===== config.mk =====
export PLATFORM = sky130hd
export DESIGN_NAME = keypad_scan
export DESIGN_NICKNAME = d
export VERILOG_FILES = /design/src/rtl/keypad_scan_pkg.sv /design/src/rtl/keypad_scan_key_decode16.sv /design/src/rtl/keypad_scan.sv
export SDC_FILE = /design/constraint.sdc
export NUM_CORES = 1
export LEC_CHECK = 0
export CAP_MARGIN = 20
export CELL_PAD_IN_SITES_DETAIL_PLACEMENT = 1
export CELL_PAD_IN_SITES_GLOBAL_PLACEMENT = 2
export CORE_AREA = 2 2 98 100
export DETAILED_ROUTE_END_ITERATION = 8
export DIE_AREA = 0 0 100 102
export PLACE_DENSITY = 0.87
export SYNTH_ARGS = -nofsm -noshare
export SYNTH_HDL_FRONTEND = slang
export SYNTH_SLANG_ARGS = --single-unit
export TNS_END_PERCENT = 100

===== constraint.sdc =====
create_clock -name orig_clk -period 7.52 [get_ports orig_clk]
set_input_delay 2.256 -clock orig_clk [delete_from_list [all_inputs] [get_ports orig_clk]]
set_output_delay 2.256 -clock orig_clk [all_outputs]
set_load 0.05 [all_outputs]

===== src/rtl/keypad_scan_pkg.sv =====
`timescale 1ns/1ps
`default_nettype none
// ============================================================================
// Module   : keypad_scan_pkg
// Purpose  : Shared definitions for the 4x4 keypad scanner: FSM state
//            encoding, special candidate codes and the row/column key map.
// Ports    : none (package)
// Revision : 1.0 - initial release
// ============================================================================
package keypad_scan_pkg;

    // FSM state encoding
    typedef logic [1:0] state_t;
    localparam state_t c_st_idle     = 2'd0;
    localparam state_t c_st_debounce = 2'd1;
    localparam state_t c_st_pressed  = 2'd2;
    localparam state_t c_st_release  = 2'd3;

    // Candidate from one full scan: bit 4 set marks a non-key result.
    typedef logic [4:0] cand_t;
    localparam cand_t c_cand_none  = 5'b1_0000;
    localparam cand_t c_cand_multi = 5'b1_0001;

    // Key map indexed by {row, column}:
    //   r0: 1 2 3 A / r1: 4 5 6 B / r2: 7 8 9 C / r3: 0 F E D
    localparam logic [15:0][3:0] c_key_map = {
        4'hD, 4'hE, 4'hF, 4'h0,
        4'hC, 4'h9, 4'h8, 4'h7,
        4'hB, 4'h6, 4'h5, 4'h4,
        4'hA, 4'h3, 4'h2, 4'h1
    };

endpackage
`default_nettype wire


===== src/rtl/keypad_scan_key_decode16.sv =====
`timescale 1ns/1ps
`default_nettype none
// ============================================================================
// Module   : key_decode16
// Purpose  : Combinational decode of a 16-bit key snapshot (bit = {row,col},
//            1 = pressed) into a scan candidate.
// Ports    : i_snapshot  [15:0] in  - pressed keys of one full scan
//            o_candidate [4:0]  out - {special, code}; NONE / MULTI / key
// Revision : 1.0 - initial release
// ============================================================================
module key_decode16
    import keypad_scan_pkg::*;
(
    input  logic [15:0] i_snapshot,
    output logic [4:0]  o_candidate
);

    logic [4:0] w_count;
    logic [3:0] w_index;

    // Population count plus index of a set bit; the index only matters when
    // exactly one bit is set.
    always_comb begin
        w_count = '0;
        w_index = '0;
        for (int i = 0; i < 16; i++) begin
            if (i_snapshot[4'(i)]) begin
                w_count = w_count + 5'd1;
                w_index = 4'(i);
            end
        end
    end

    always_comb begin
        if (w_count == 5'd0) begin
            o_candidate = c_cand_none;
        end else if (w_count == 5'd1) begin
            o_candidate = {1'b0, c_key_map[w_index]};
        end else begin
            o_candidate = c_cand_multi;
        end
    end

endmodule
`default_nettype wire


===== src/rtl/keypad_scan.sv =====
`timescale 1ns/1ps
`default_nettype none
// ============================================================================
// Module   : keypad_scan
// Purpose  : 4x4 matrix keypad scanner. Drives active-low columns in
//            rotation, samples active-low rows, debounces whole scans and
//            emits one hex key code per accepted press.
// Ports    : orig_clk       in  - board clock
//            reset          in  - asynchronous active-high reset
//            row      [3:0] in  - row sense lines, active-low
//            col      [3:0] out - column drive, active-low, one-hot low
//            key_code [3:0] out - code of last accepted press
//            key_valid      out - one-cycle pulse on accepted press
//            key_held       out - high from press acceptance to release
// Revision : 1.0 - initial release
// ============================================================================
module keypad_scan
    import keypad_scan_pkg::*;
#(
    parameter int SCAN_DIV       = 100000,
    parameter int DEBOUNCE_SCANS = 4
) (
    input  logic       orig_clk,
    input  logic       reset,
    input  logic [3:0] row,
    output logic [3:0] col,
    output logic [3:0] key_code,
    output logic       key_valid,
    output logic       key_held
);

    localparam int c_dwell_w = (SCAN_DIV > 1) ? $clog2(SCAN_DIV) : 1;
    localparam int c_cnt_w   = $clog2(DEBOUNCE_SCANS + 1);
    localparam logic [c_dwell_w-1:0] c_dwell_last = c_dwell_w'(SCAN_DIV - 1);
    localparam logic [c_cnt_w-1:0]   c_deb_target = c_cnt_w'(DEBOUNCE_SCANS);
    localparam logic [c_cnt_w-1:0]   c_cnt_one    = c_cnt_w'(1);

    logic [3:0]           r_row_meta;
    logic [3:0]           r_row_sync;
    logic [c_dwell_w-1:0] r_dwell;
    logic [1:0]           r_col_idx;
    logic [15:0]          r_snapshot;
    logic [15:0]          w_snap_next;
    logic                 w_dwell_end;
    logic                 w_scan_done;
    cand_t                w_cand;

    state_t               r_state;
    state_t               w_state_next;
    logic [c_cnt_w-1:0]   r_count;
    logic [c_cnt_w-1:0]   w_count_next;
    logic [c_cnt_w-1:0]   w_count_inc;
    logic [3:0]           r_last;
    logic [3:0]           w_last_next;
    logic [3:0]           r_key_code;
    logic [3:0]           w_code_next;
    logic                 r_key_valid;
    logic                 w_valid_next;
    logic                 r_key_held;
    logic                 w_held_next;

    // Row synchroniser; idle (pulled-up) level out of reset.
    always_ff @(posedge orig_clk or posedge reset) begin
        if (reset) begin
            r_row_meta <= 4'hF;
            r_row_sync <= 4'hF;
        end else begin
            r_row_meta <= row;
            r_row_sync <= r_row_meta;
        end
    end

    // Column dwell counter and rotation.
    assign w_dwell_end = (r_dwell == c_dwell_last);
    assign w_scan_done = w_dwell_end && (r_col_idx == 2'd3);
    assign col         = ~(4'b0001 << r_col_idx);

    always_ff @(posedge orig_clk or posedge reset) begin
        if (reset) begin
            r_dwell   <= '0;
            r_col_idx <= 2'd0;
        end else if (w_dwell_end) begin
            r_dwell   <= '0;
            r_col_idx <= r_col_idx + 2'd1;
        end else begin
            r_dwell   <= r_dwell + 1'b1;
        end
    end

    // Snapshot with the current column merged in, so decode at scan_done
    // sees the column-3 capture of the same cycle.
    always_comb begin
        w_snap_next = r_snapshot;
        if (w_dwell_end) begin
            for (int r = 0; r < 4; r++) begin
                w_snap_next[{2'(r), r_col_idx}] = ~r_row_sync[2'(r)];
            end
        end
    end

    always_ff @(posedge orig_clk or posedge reset) begin
        if (reset) begin
            r_snapshot <= '0;
        end else begin
            r_snapshot <= w_snap_next;
        end
    end

    key_decode16 u_decode (
        .i_snapshot  (w_snap_next),
        .o_candidate (w_cand)
    );

    // FSM: state and output registers.
    always_ff @(posedge orig_clk or posedge reset) begin
        if (reset) begin
            r_state     <= c_st_idle;
            r_count     <= '0;
            r_last      <= '0;
            r_key_code  <= '0;
            r_key_valid <= 1'b0;
            r_key_held  <= 1'b0;
        end else begin
            r_state     <= w_state_next;
            r_count     <= w_count_next;
            r_last      <= w_last_next;
            r_key_code  <= w_code_next;
            r_key_valid <= w_valid_next;
            r_key_held  <= w_held_next;
        end
    end

    assign w_count_inc = r_count + 1'b1;

    // FSM: next-state logic, only advances on a completed scan.
    always_comb begin
        w_state_next = r_state;
        w_count_next = r_count;
        w_last_next  = r_last;
        if (w_scan_done) begin
            case (r_state)
                c_st_idle: begin
                    if (!w_cand[4]) begin
                        w_last_next = w_cand[3:0];
                        if (DEBOUNCE_SCANS == 1) begin
                            w_state_next = c_st_pressed;
                            w_count_next = '0;
                        end else begin
                            w_state_next = c_st_debounce;
                            w_count_next = c_cnt_one;
                        end
                    end
                end
                c_st_debounce: begin
                    if (w_cand[4]) begin
                        w_state_next = c_st_idle;
                        w_count_next = '0;
                    end else if (w_cand[3:0] == r_last) begin
                        if (w_count_inc == c_deb_target) begin
                            w_state_next = c_st_pressed;
                            w_count_next = '0;
                        end else begin
                            w_count_next = w_count_inc;
                        end
                    end else begin
                        // Bounce onto a different key: restart on it.
                        w_last_next  = w_cand[3:0];
                        w_count_next = c_cnt_one;
                    end
                end
                c_st_pressed: begin
                    if (w_cand == c_cand_none) begin
                        if (DEBOUNCE_SCANS == 1) begin
                            w_state_next = c_st_idle;
                            w_count_next = '0;
                        end else begin
                            w_state_next = c_st_release;
                            w_count_next = c_cnt_one;
                        end
                    end
                end
                c_st_release: begin
                    if (w_cand == c_cand_none) begin
                        if (w_count_inc == c_deb_target) begin
                            w_state_next = c_st_idle;
                            w_count_next = '0;
                        end else begin
                            w_count_next = w_count_inc;
                        end
                    end else begin
                        w_state_next = c_st_pressed;
                        w_count_next = '0;
                    end
                end
                default: begin
                    w_state_next = c_st_idle;
                    w_count_next = '0;
                end
            endcase
        end
    end

    // FSM: outputs. A pulse only on entry to PRESSED from the press path;
    // returning from RELEASE is a bounce, not a new press.
    always_comb begin
        w_valid_next = ((r_state == c_st_idle) || (r_state == c_st_debounce))
                       && (w_state_next == c_st_pressed);
        w_code_next  = w_valid_next ? w_cand[3:0] : r_key_code;
        w_held_next  = (w_state_next == c_st_pressed) || (w_state_next == c_st_release);
    end

    assign key_code  = r_key_code;
    assign key_valid = r_key_valid;
    assign key_held  = r_key_held;

endmodule
`default_nettype wire


Word-level counts from Yosys, hierarchy flattened. Memory sizes are Yosys's and may differ from the RTL's. Index checks and enable logic that the tools add are counted.

Shifts and indexed selects: 1. Equality and inequality tests: 15. Bitwise logic cells: 3. $add $sub $neg: 10. Order comparisons: 9. Multiplexer cells: 52. Reductions and logical operators: 13.

Operator list (number): 16-bit bitwise mux (4); 5-bit two-way mux (9); 5-bit by 1-bit adder with 5-bit output (second input constant) (6); 3-bit two-way mux (10); 2-bit two-way mux (10); 17-bit by 1-bit adder with 17-bit output (second input constant) (1); 17-bit == test (second input constant) (1); 17-bit two-way mux (1); 4-bit two-way mux (4); 3-bit case mux with 4 select lines (1); 2-bit == test (second input constant) (5); 3-bit by 5-bit < comparator with 1-bit output (second input constant) (2); 4-bit by 5-bit < comparator with 1-bit output (second input constant) (2); 1-bit demux with 2-bit select (4); 4-bit by 1-bit greater-or-equal comparator with 1-bit output (second input constant) (2); 8-bit two-way mux (1); 2-bit inequality test (second input constant) (4); 2-bit case mux with 4 select lines (1); 4-bit case mux with 2 select lines (1); 1-bit logical AND (6); 1-bit two-way mux (6); 5-bit by 1-bit == test with 1-bit output (second input constant) (1); 5-bit == test (second input constant) (1); 5-bit logical NOT (1); 17 further kinds (19).

Bits in registers: 54. Output and inout bits: 10. Logic and storage cells: 116. Memories: 1. Bits in read-only memories: 64. Input port bits: 6.

Memories: (no name shown) (depth 16, bits a word 4, rd ports 1, clocked after memory_dff 0, wr ports 0, RTL line keypad_scan_key_decode16.sv:38) `o_candidate = {1'b0, c_key_map[w_index]};`.

Longest topological paths before layout. Gate-level depths: netlist of the first run.

Depth in word-level cells: 34. Mapped depth: 31. Depth with buffers taken out: 28.

Hierarchy. A second synthesis of the first run with hierarchy kept.

Cell total of the unflattened synthesis: 320. Area, all modules: 3151.8 um^2.

By module, submodules not included: keypad_scan (seq. area each 1356.3 um^2, cells each 210, times used 1, area an instance 2376.0 um^2); key_decode16 (seq. area each 0.0 um^2, cells each 110, times used 1, area an instance 775.7 um^2).

Worst setup path after synthesis of the first run. No wires, ideal clock.

Path type: reg-to-reg. Start point: register r_dwell[0]. End point: register r_key_code[0] (netlist: key_code[0]). Setup slack: 1.539 ns. Required time: 7.395 ns. Clock period less this slack: 5.981 ns. Cell stages (with the launch flop): 31. Library setup time: 0.125 ns. Arrival time: 5.856 ns. Path buffers: 4. Cells stage by stage: dfrtp_1 -> ha_1 -> and4_1 -> buf_2 -> and4_1 -> nand2_1 -> o21a_1 -> ha_1 -> clkbuf_1 -> xor2_1 -> ha_1 -> o21ai_0 -> nand2_1 -> ha_1 -> nor2_1 -> a31oi_1 -> ha_1 -> nand2_1 -> a32oi_1 -> ha_1 -> nand3b_1 -> xnor2_1 -> xnor3_1 -> nand4bb_1 -> a31oi_1 -> o2111a_2 -> o21a_1 -> buf_6 -> and3_4 -> buf_6 -> mux2_4.

Longest elaborated chain between the ends: 27. Elaborated cells on any way between the ends: 42. Classes of those cells: add/sub (7); eq/ne (5); mux (26); reduce/logical (3); memory (1).

RTL lines: start, declared (RTL line keypad_scan.sv:40) `logic [c_dwell_w-1:0] r_dwell;`; start signal, assigned (RTL line keypad_scan.sv:86) `r_dwell <= r_dwell + 1'b1;`; 17-bit == test (*) (RTL line keypad_scan.sv:74) `assign w_dwell_end = (r_dwell == c_dwell_last);`; 8-bit two-way mux (RTL line keypad_scan.sv:94) `if (w_dwell_end) begin`; 1-bit two-way mux (RTL line keypad_scan_key_decode16.sv:27) `if (i_snapshot[4'(i)]) begin`; 1-bit by 1-bit adder with 2-bit output (RTL line keypad_scan_key_decode16.sv:28) `w_count = w_count + 5'd1;`; 5-bit two-way mux (RTL line keypad_scan_key_decode16.sv:27); 5-bit by 1-bit adder with 5-bit output (RTL line keypad_scan_key_decode16.sv:28); 5-bit two-way mux (RTL line keypad_scan_key_decode16.sv:27); 5-bit by 1-bit adder with 5-bit output (RTL line keypad_scan_key_decode16.sv:28); [... 11 more ...]; 5-bit two-way mux (RTL line keypad_scan_key_decode16.sv:35) `if (w_count == 5'd0) begin`; 4-bit == test (RTL line keypad_scan.sv:158) `end else if (w_cand[3:0] == r_last) begin`; 2-bit two-way mux (RTL line keypad_scan.sv:158); 2-bit two-way mux (RTL line keypad_scan.sv:155) `if (w_cand[4]) begin`; 2-bit case mux with 4 select lines (RTL line keypad_scan.sv:141) `case (r_state)`; 2-bit two-way mux (RTL line keypad_scan.sv:140) `if (w_scan_done) begin`; 2-bit == test (RTL line keypad_scan.sv:207) `&& (w_state_next == c_st_pressed);`; 1-bit logical AND (RTL line keypad_scan.sv:207); end signal, assigned (RTL line keypad_scan.sv:127) `r_key_code <= w_code_next;`; end, declared (RTL line keypad_scan.sv:55) `logic [3:0] r_key_code;`.

Mark *: on every way between the ends. The rest lies on a longest branch, timed or not. The select of a mux whose other input is x is not followed. A chain may end at the register's enable or synchronous reset.

Final worst setup path of the first run.
Start point: register r_dwell[0]. End point: register r_key_code[2] (netlist: key_code[2]).

Same word-level chain as after synthesis.

==> results of run 1 <==
==> power by group <==
part / internal [mW] / total [mW] / switching [mW] / leakage, nW
Clock: 0.0758 / 0.163 / 0.0871 / 0.0478
Sequential: 0.249 / 0.251 / 0.00176 / 0.615
Combinational: 0.00192 / 0.00717 / 0.00525 / 0.982
Total: 0.327 / 0.421 / 0.0941 / 1.64
==> final timing paths <==
| path | endpoint | depth (start not counted) | slack [ps] |
|---|---|---|---|
| min in group asynchronous | key_code[0] | 2 | 2490 |
| hold reg to reg | r_row_sync[0] | 0 | 360 |
| hold / removal | r_row_sync[0] | 0 | 360 |
| setup reg to reg | key_code[2] | 26 | 710 |
| max in group asynchronous | r_dwell[10] | 2 | 4430 |
| setup / recovery | key_code[2] | 26 | 710 |
==> per-stage QoR <==
| stage | power [mW] | hold slack, ps |
|---|---|---|
| after floorplan | 0.260 | 345 |
| after global placement | 0.263 | 346 |
| after detailed placement | 0.263 | 347 |
| after CTS | 0.431 | 361 |
| after global routing | 0.439 | 365 |
| final | 0.421 | 360 |
==> per-layer routing <==
metal | wire length [um] | up-vias | share of wire, % | global-route usage [%]
li1 | - | 1401 | - | -
met1 | 4310 | 1411 | 51 | 25.1
met2 | 3990 | 22 | 47 | 29.1
met3 | 124 | 2 | 1.5 | 1.85
met4 | 22 | 0 | 0.26 | 4.21
met5 | 0 | - | 0 | 0
==> synthesized netlist by cell type, types with 5 or more instances <==
master,n
ha_1,13
a21oi_1,17
xor2_1,14
o21ai_0,17
nand4_1,9
nand3_1,20
xnor2_1,15
nor2_1,40
o211ai_1,5
o21ai_1,5
dfrtp_1,42
nand2_1,21
nor3_1,10
inv_1,25
clkbuf_1,6
o21a_1,7
a31oi_1,10
==> layout by cell type (no fill, tap or decap), types with 6 or more instances in the layout <==
cell type	count
clkbuf_8	6
nor2_1	40
clkdlybuf4s50_1	13
xor2_1	14
nand4_1	9
a31oi_1	10
xnor2_1	15
dfrtp_1	42
nand2_1	21
inv_1	24
nand3_1	20
o21a_1	7
a21oi_1	17
nor3_1	10
ha_1	13
o21ai_0	17
==> cell type report <==
type | count | area (um^2) | area share (%)
tap | 111 | 139 | 3.66
clock buffer | 6 | 82.6 | 2.18
timing repair buffer | 17 | 160 | 4.22
inverter | 28 | 105 | 2.77
multi-input combinational | 292 | 2130 | 56.3
sequential | 46 | 1160 | 30.5
clock inverter | 2 | 16.3 | 0.429
==> cells by family (layout without fill, tap and decap cells) <==
logic type / Yosys count / count (layout) / synth area share, %
buffers and inverters: 40 / 53 / 5.16
muxes: 10 / 10 / 3.64
adders and majority gates: 13 / 13 / 4.69
and+or+nand+nor: 144 / 144 / 23.8
DFF: 46 / 46 / 33.3
AOI/OAI and AO/OA: 90 / 90 / 18.1
xor gates and xnor gates: 35 / 35 / 11.3
==> state kept, by name, summed over array words and instances (netlist names) <==
name	count
r_dwell	17
r_snapshot	8
key_code	4
r_last	4
r_count	3
r_col_idx	2
r_row_meta	2
r_row_sync	2
r_state	2
key_held	1
key_valid	1
==> critical path, cell delays in order, from the launching register on <==
cell	delay, ps
dfrtp_1	400
ha_1	250
and4_1	360
and4_1	360
nand2_1	110
o21a_1	200
ha_1	400
xor2_1	210
ha_1	280
o21ai_0	240
nand2_1	110
ha_1	320
nor2_1	150
a31oi_1	80
ha_1	340
nand2_1	50
a32oi_1	270
ha_1	240
nand3b_1	200
xnor2_1	270
xnor3_1	300
nor4b_1	270
a21oi_1	110
a31oi_1	240
o21a_1	320
and3_4	290
mux2_4	300
==> results.md, run 1 <==
- Outcome: completed
- Root buf cell: clkbuf_8
- Number of iterations in the first detailed-routing pass: 4
- Critical path startpoint category: flop
- Hold wc startpoint: r_row_meta[0]
- Die X: 100 um
- Max-Cap Viols: 0
- Fin. Hold Viols: 0
- Syn Std Cell Area: 3470 um^2
- Final worst slack: 714 ps
- Routed via count: 2,836
- Hold Path Class: flop to flop
- Final setup vio count: 0
- # Post-CTS Setup Buffers: 0
- Vert. Die Dim: 102 um
- Pwr/cell area: 111 nW/um^2
- Die area: 10,200 um^2
- Crit path capture type: flop
- Number of synthesized flops with an enable pin: 0
- CTS tree: yes
- H-tree levels: 2
- ANT nets after route: 0
- Shortest period the worst path allows: 6810 ps
- 1st-iter DRT viols: 98
- Fin area: 3790 um^2
- # fillers: 1,075
- Sequential share of the synthesized area: between 30% and 40%
- Worst setup path start: r_dwell[0]
- Clock Pin Slew Worst Setup and Hold Paths: ~90 ps
- Post-synthesis cell type count: 78
- Vias in the first global route: 2,875
- Synthesis Warnings: 0
- Drt drc: 0
- Biggest area consumer among synthesized cells: dfrtp_1
- Placed inst area: 3690 um^2
- Cts repair resizes: 0
- Rel. slew slack: between 30% and 40%
- Final period util: 90.5%
- FFs w/ async S/R, synth: 100%
- RSZ-0062 raised after global routing: false
- Core area: 9110 um^2
- Layout cells sized above 1: 13.3%
- Routability Congestion: 0.810
- Clock Latency Late Sink: approximately 300 ps
- Vias per cell: around 5.6
- Avg WL per Cell: approximately 17 um
- Initial antenna violation count: 0
- Area Overhead vs Synth: 9.34%
- P_leak: 1.64 nW
- Setup TNS: 0 ps
- Post-Place Cells: 494
- CP required: 7710 ps
- Yosys top cell area share: 30.3%
- Number of synthesized register bits: 46
- IO buf count: 13
- Worst EP arrival: 6990 ps
- Clock sinks: 46
- Drt total wl: between 8 and 9 mm
- R2R Path Start: r_dwell[0]
- Largest net degree at the start of global routing: 47
- Nets: about 410
- Pre-CTS setup slack: 766 ps
- Remaining global-route overflow: 0
- Non-filler instance count after layout: between 500 and 600
- Hold Buf Count CTS: 0
- Main area contributors after synthesis: dfrtp_1, ha_1, nor2_1
- Initial Utilization: 38.1%
- Dpl hpwl: 6.64 mm
- Syn_area_per_cell: between 9 and 10 um^2
- Synth Net Count: 397
- Slew @ Worst Pin: 967 ps
- Tot GR Track Use: approximately 18%
- Mapped Cells: 378
- Maximum vdd drop: just under 0.1 mV
- Fmax: 147 MHz
- Top FF cell, synth: dfrtp_1
- Largest fanout on the critical path: 9
- Clock skew: 7.19 ps
- FP Rows: 35
- Clock buffer depth: 2
- Final core utilization: 41.6%
- I/O pin count: 16
- Total clock buffers created by CTS: 5
- First-pass GRT wire length: about 14 mm
- Critical path class: flop to flop
- # diodes: 0
- Max-slew violations: 0
(Power assumes the default switching activity.)
==> inputs of run 2 (changes only) <==
- CORE_AREA: 2 2 98 100 -> 2 2 93 95
- DIE_AREA: 0 0 100 102 -> 0 0 95 97
- PLACE_DENSITY: 0.87 -> 0.86
- SYNTH_HIERARCHICAL: unset -> 1
==> run 2 against run 1 <==
  * Count of clock-buffer cells in the layout stayed put
  * Combinational power is 7.1% higher
  * Critical path depth is 8 higher
  * Non-clock buffer count is 30 higher
  * Area after synthesis is 16% lower
  * Critical endpoint unchanged
==> results.md, run 2 <==
- Outcome: completed
- Max-slew violations: 0 (unchanged)
- Critical path class: flop to flop
- Initial Utilization: 35.6% (-2.4 points)
- Area Overhead vs Synth: 22.9%
- Die area: 9220 um^2 (-9.7%)
- Nets: 370 (-9.5%)
- IO buf count: 13 (unchanged)
- Slowest-stage cell, CP: or4b_4
- Remaining global-route overflow: 0 (unchanged)
- Fin area: 3560 um^2 (-6.0%)
- Placed inst area: 3280 um^2 (-11%)
- Most common cell on crit path: ha_1
- Dpl hpwl: 4.81 mm (-28%)
- Die X: 95 um (-5.0%)
- Clock buffer depth: 2 (unchanged)
- Most frequent cells in the layout: dfrtp_1, buf_4, nand2_1, nor2_1, inv_1
- Reg2Reg Depth: 34 (+31%)
- Setup crit end: key_code[2]
- Clock skew: 10.5 ps (+3.34 ps)
- First-pass GRT wire length: 11.4 mm (-22%)
- Final period util: 94.5% (+4.0 points)
- Rel. slew slack: 45.0% (+9.5 points)
- Worst R2R End: key_code[2]
- Routability Congestion: 0.771 (-4.8%)
- Crit path capture type: flop
- Max-Cap Viols: 0 (unchanged)
- Initial antenna violation count: 0 (unchanged)
- Core area: 8130 um^2 (-11%)
- Tot GR Track Use: 15.4% (-2.2 points)
- Clock Pin Slew Worst Setup and Hold Paths: 90 ps (about the same)
- Most common cell after layout, fill and taps aside: dfrtp_1
- Worst setup path start: r_dwell[13]
- Regs by FF count: r_dwell: 17 flops, r_snapshot: 8 flops
- Mapped Cells: 304 (-20%)
- Syn Std Cell Area: 2900 um^2 (-16%)
- Largest register by flop count: r_dwell
- Cell count along the critical path: 34 (+31%)
- Vias in the first global route: 2,418 (-16%)
- Drt drc: 0 (unchanged)
- Clock Latency Late Sink: 310 ps (about the same)
- Fin. Hold Viols: 0 (unchanged)
- Largest net degree at the start of global routing: 47 (unchanged)
- Clock sinks: 46 (unchanged)
- Shortest period the worst path allows: 7110 ps (+300 ps)
- Drt total wl: 6.57 mm (-22%)
- P_leak: 1.68 nW (+2.2%)
- Hold Path Class: flop to flop
- Synth Net Count: 324 (-18%)
- Worst EP arrival: 7310 ps (+320 ps)
- Syn_area_per_cell: 9.54 um^2 (+3.9%)
- Critical path startpoint category: flop
- Routed via count: 2,323 (-18%)
- Vias per cell: 5.09 (-9.8%)
- Maximum vdd drop: 0.0691 mV (-30%)
- CP required: 7720 ps (about the same)
- R2R Path Start: r_dwell[13]
- I/O pin count: 16 (unchanged)
- CTS tree: yes
- Hold Buf Count CTS: 0 (unchanged)
- Largest fanout on the critical path: 6 (-3)
- 1st-iter DRT viols: 67 (-32%)
- Slowest stage delay, CP: 550 ps (+150 ps)
- Final core utilization: 43.8% (+2.2 points)
- Avg WL per Cell: 14.4 um (-14%)
- Root buf cell: clkbuf_8
- Max FFs per register: 17 (unchanged)
- FP Rows: 33 (-5.7%)
- Layout cells sized above 1: 24.5% (+11 points)
- Fmax: 141 MHz (-4.2%)
- H-tree levels: 2 (unchanged)
- Synthesis Warnings: 6 (+6)
- Vert. Die Dim: 97 um (-4.9%)
- Total clock buffers created by CTS: 5 (unchanged)
- Setup slack, reg-to-reg: 410 ps (-300 ps)
- Pwr/cell area: 117 nW/um^2 (+5.7%)
- Bufs and invs on worst path: 3 (+3)
- Number of iterations in the first detailed-routing pass: 4 (unchanged)
- # diodes: 0 (unchanged)
- Top delay family on crit path: simple AND/OR/NAND/NOR gates
- Slew @ Worst Pin: 815 ps (-152 ps)
- ANT nets after route: 0 (unchanged)
- Final setup vio count: 0 (unchanged)
-- run 2: cell types whose count changed in the layout (fill, tap and decap cells not counted), moves of 5 or more --
| cell | previous run | this run |
|---|---|---|
| inv_1 | 24 | 18 |
| nand2_1 | 21 | 32 |
| nand3_1 | 20 | 13 |
| o211ai_1 | 5 | 0 |
| nand4_1 | 9 | 4 |
| buf_4 | 4 | 33 |
| nor2_1 | 40 | 28 |
| o21a_1 | 7 | 1 |
| a31oi_1 | 10 | 2 |
| a21oi_1 | 17 | 6 |
-- run 2: power breakdown --
part	internal, mW	switching (mW)	leakage, nW
sequential	0.249	0.000939	0.615
clock	0.0740	0.0866	0.0472
combinational	0.00250	0.00518	1.02
-- run 2: through the flow --
stage	setup WS, ps	TNS [ps]	total power [mW]	hold slack [ps]	cells
2_1_floorplan	11.9	0	0.258	345	304
3_3_place_gp	66.9	0	0.261	347	435
3_5_place_dp	-77.8	-301	0.262	353	435
4_1_cts	8.95	0	0.426	368	445
5_1_grt	-21.5	-21.5	0.438	372	456
6_report	414	0	0.418	363	456
-- run 2: worst register-to-register path, delay by kind of cell (launching register included) --
kind                       cells  cell delay (ps)
buffers and inverters          3              480
xor gates and xnor gates       3              620
DFF                            1              410
muxes                          2              610
and+or+nand+nor               18             3130
AOI/OAI and AO/OA              2              150
adders and majority gates      6             1600
-- run 2: layout make-up --
class | count | area [um^2]
Clock inverter | 2 | 12.5
Tap cell | 105 | 131
Fill cell | 937 | 4570
Sequential cell | 46 | 1160
Timing Repair Buffer | 47 | 398
Inverter | 19 | 71.3
Clock buffer | 6 | 82.6
Multi-Input combinational cell | 231 | 1710
-- run 2: worst min path at each step --
| stage | startpoint | endpoint | depth (start not counted) |
|---|---|---|---|
| floorplan | r_row_meta[0] | r_row_sync[0] | 0 |
| global placement | r_row_meta[0] | r_row_sync[0] | 0 |
| detailed placement | r_row_meta[1] | r_row_sync[1] | 0 |
| CTS | r_row_meta[1] | r_row_sync[1] | 0 |
| global route | r_row_meta[0] | r_row_sync[0] | 0 |
| finish | r_row_meta[1] | r_row_sync[1] | 0 |
-- run 2: timing repair --
action                                  4_1_cts  5_1_grt
endpoints found under the setup margin        5       13
resized for setup                             3       17
setup buffers                                 2       10
gates cloned                                  0        0
pin swaps                                     2       14
-- run 2: metal layers --
| layer | share of wire, % | global-route usage (%) |
|---|---|---|
| met1 | 48 | 21.0 |
| met2 | 49 | 25.0 |
| met3 | 2.0 | 3.04 |
| met4 | 1.1 | 3.68 |
| met5 | 0 | 0 |
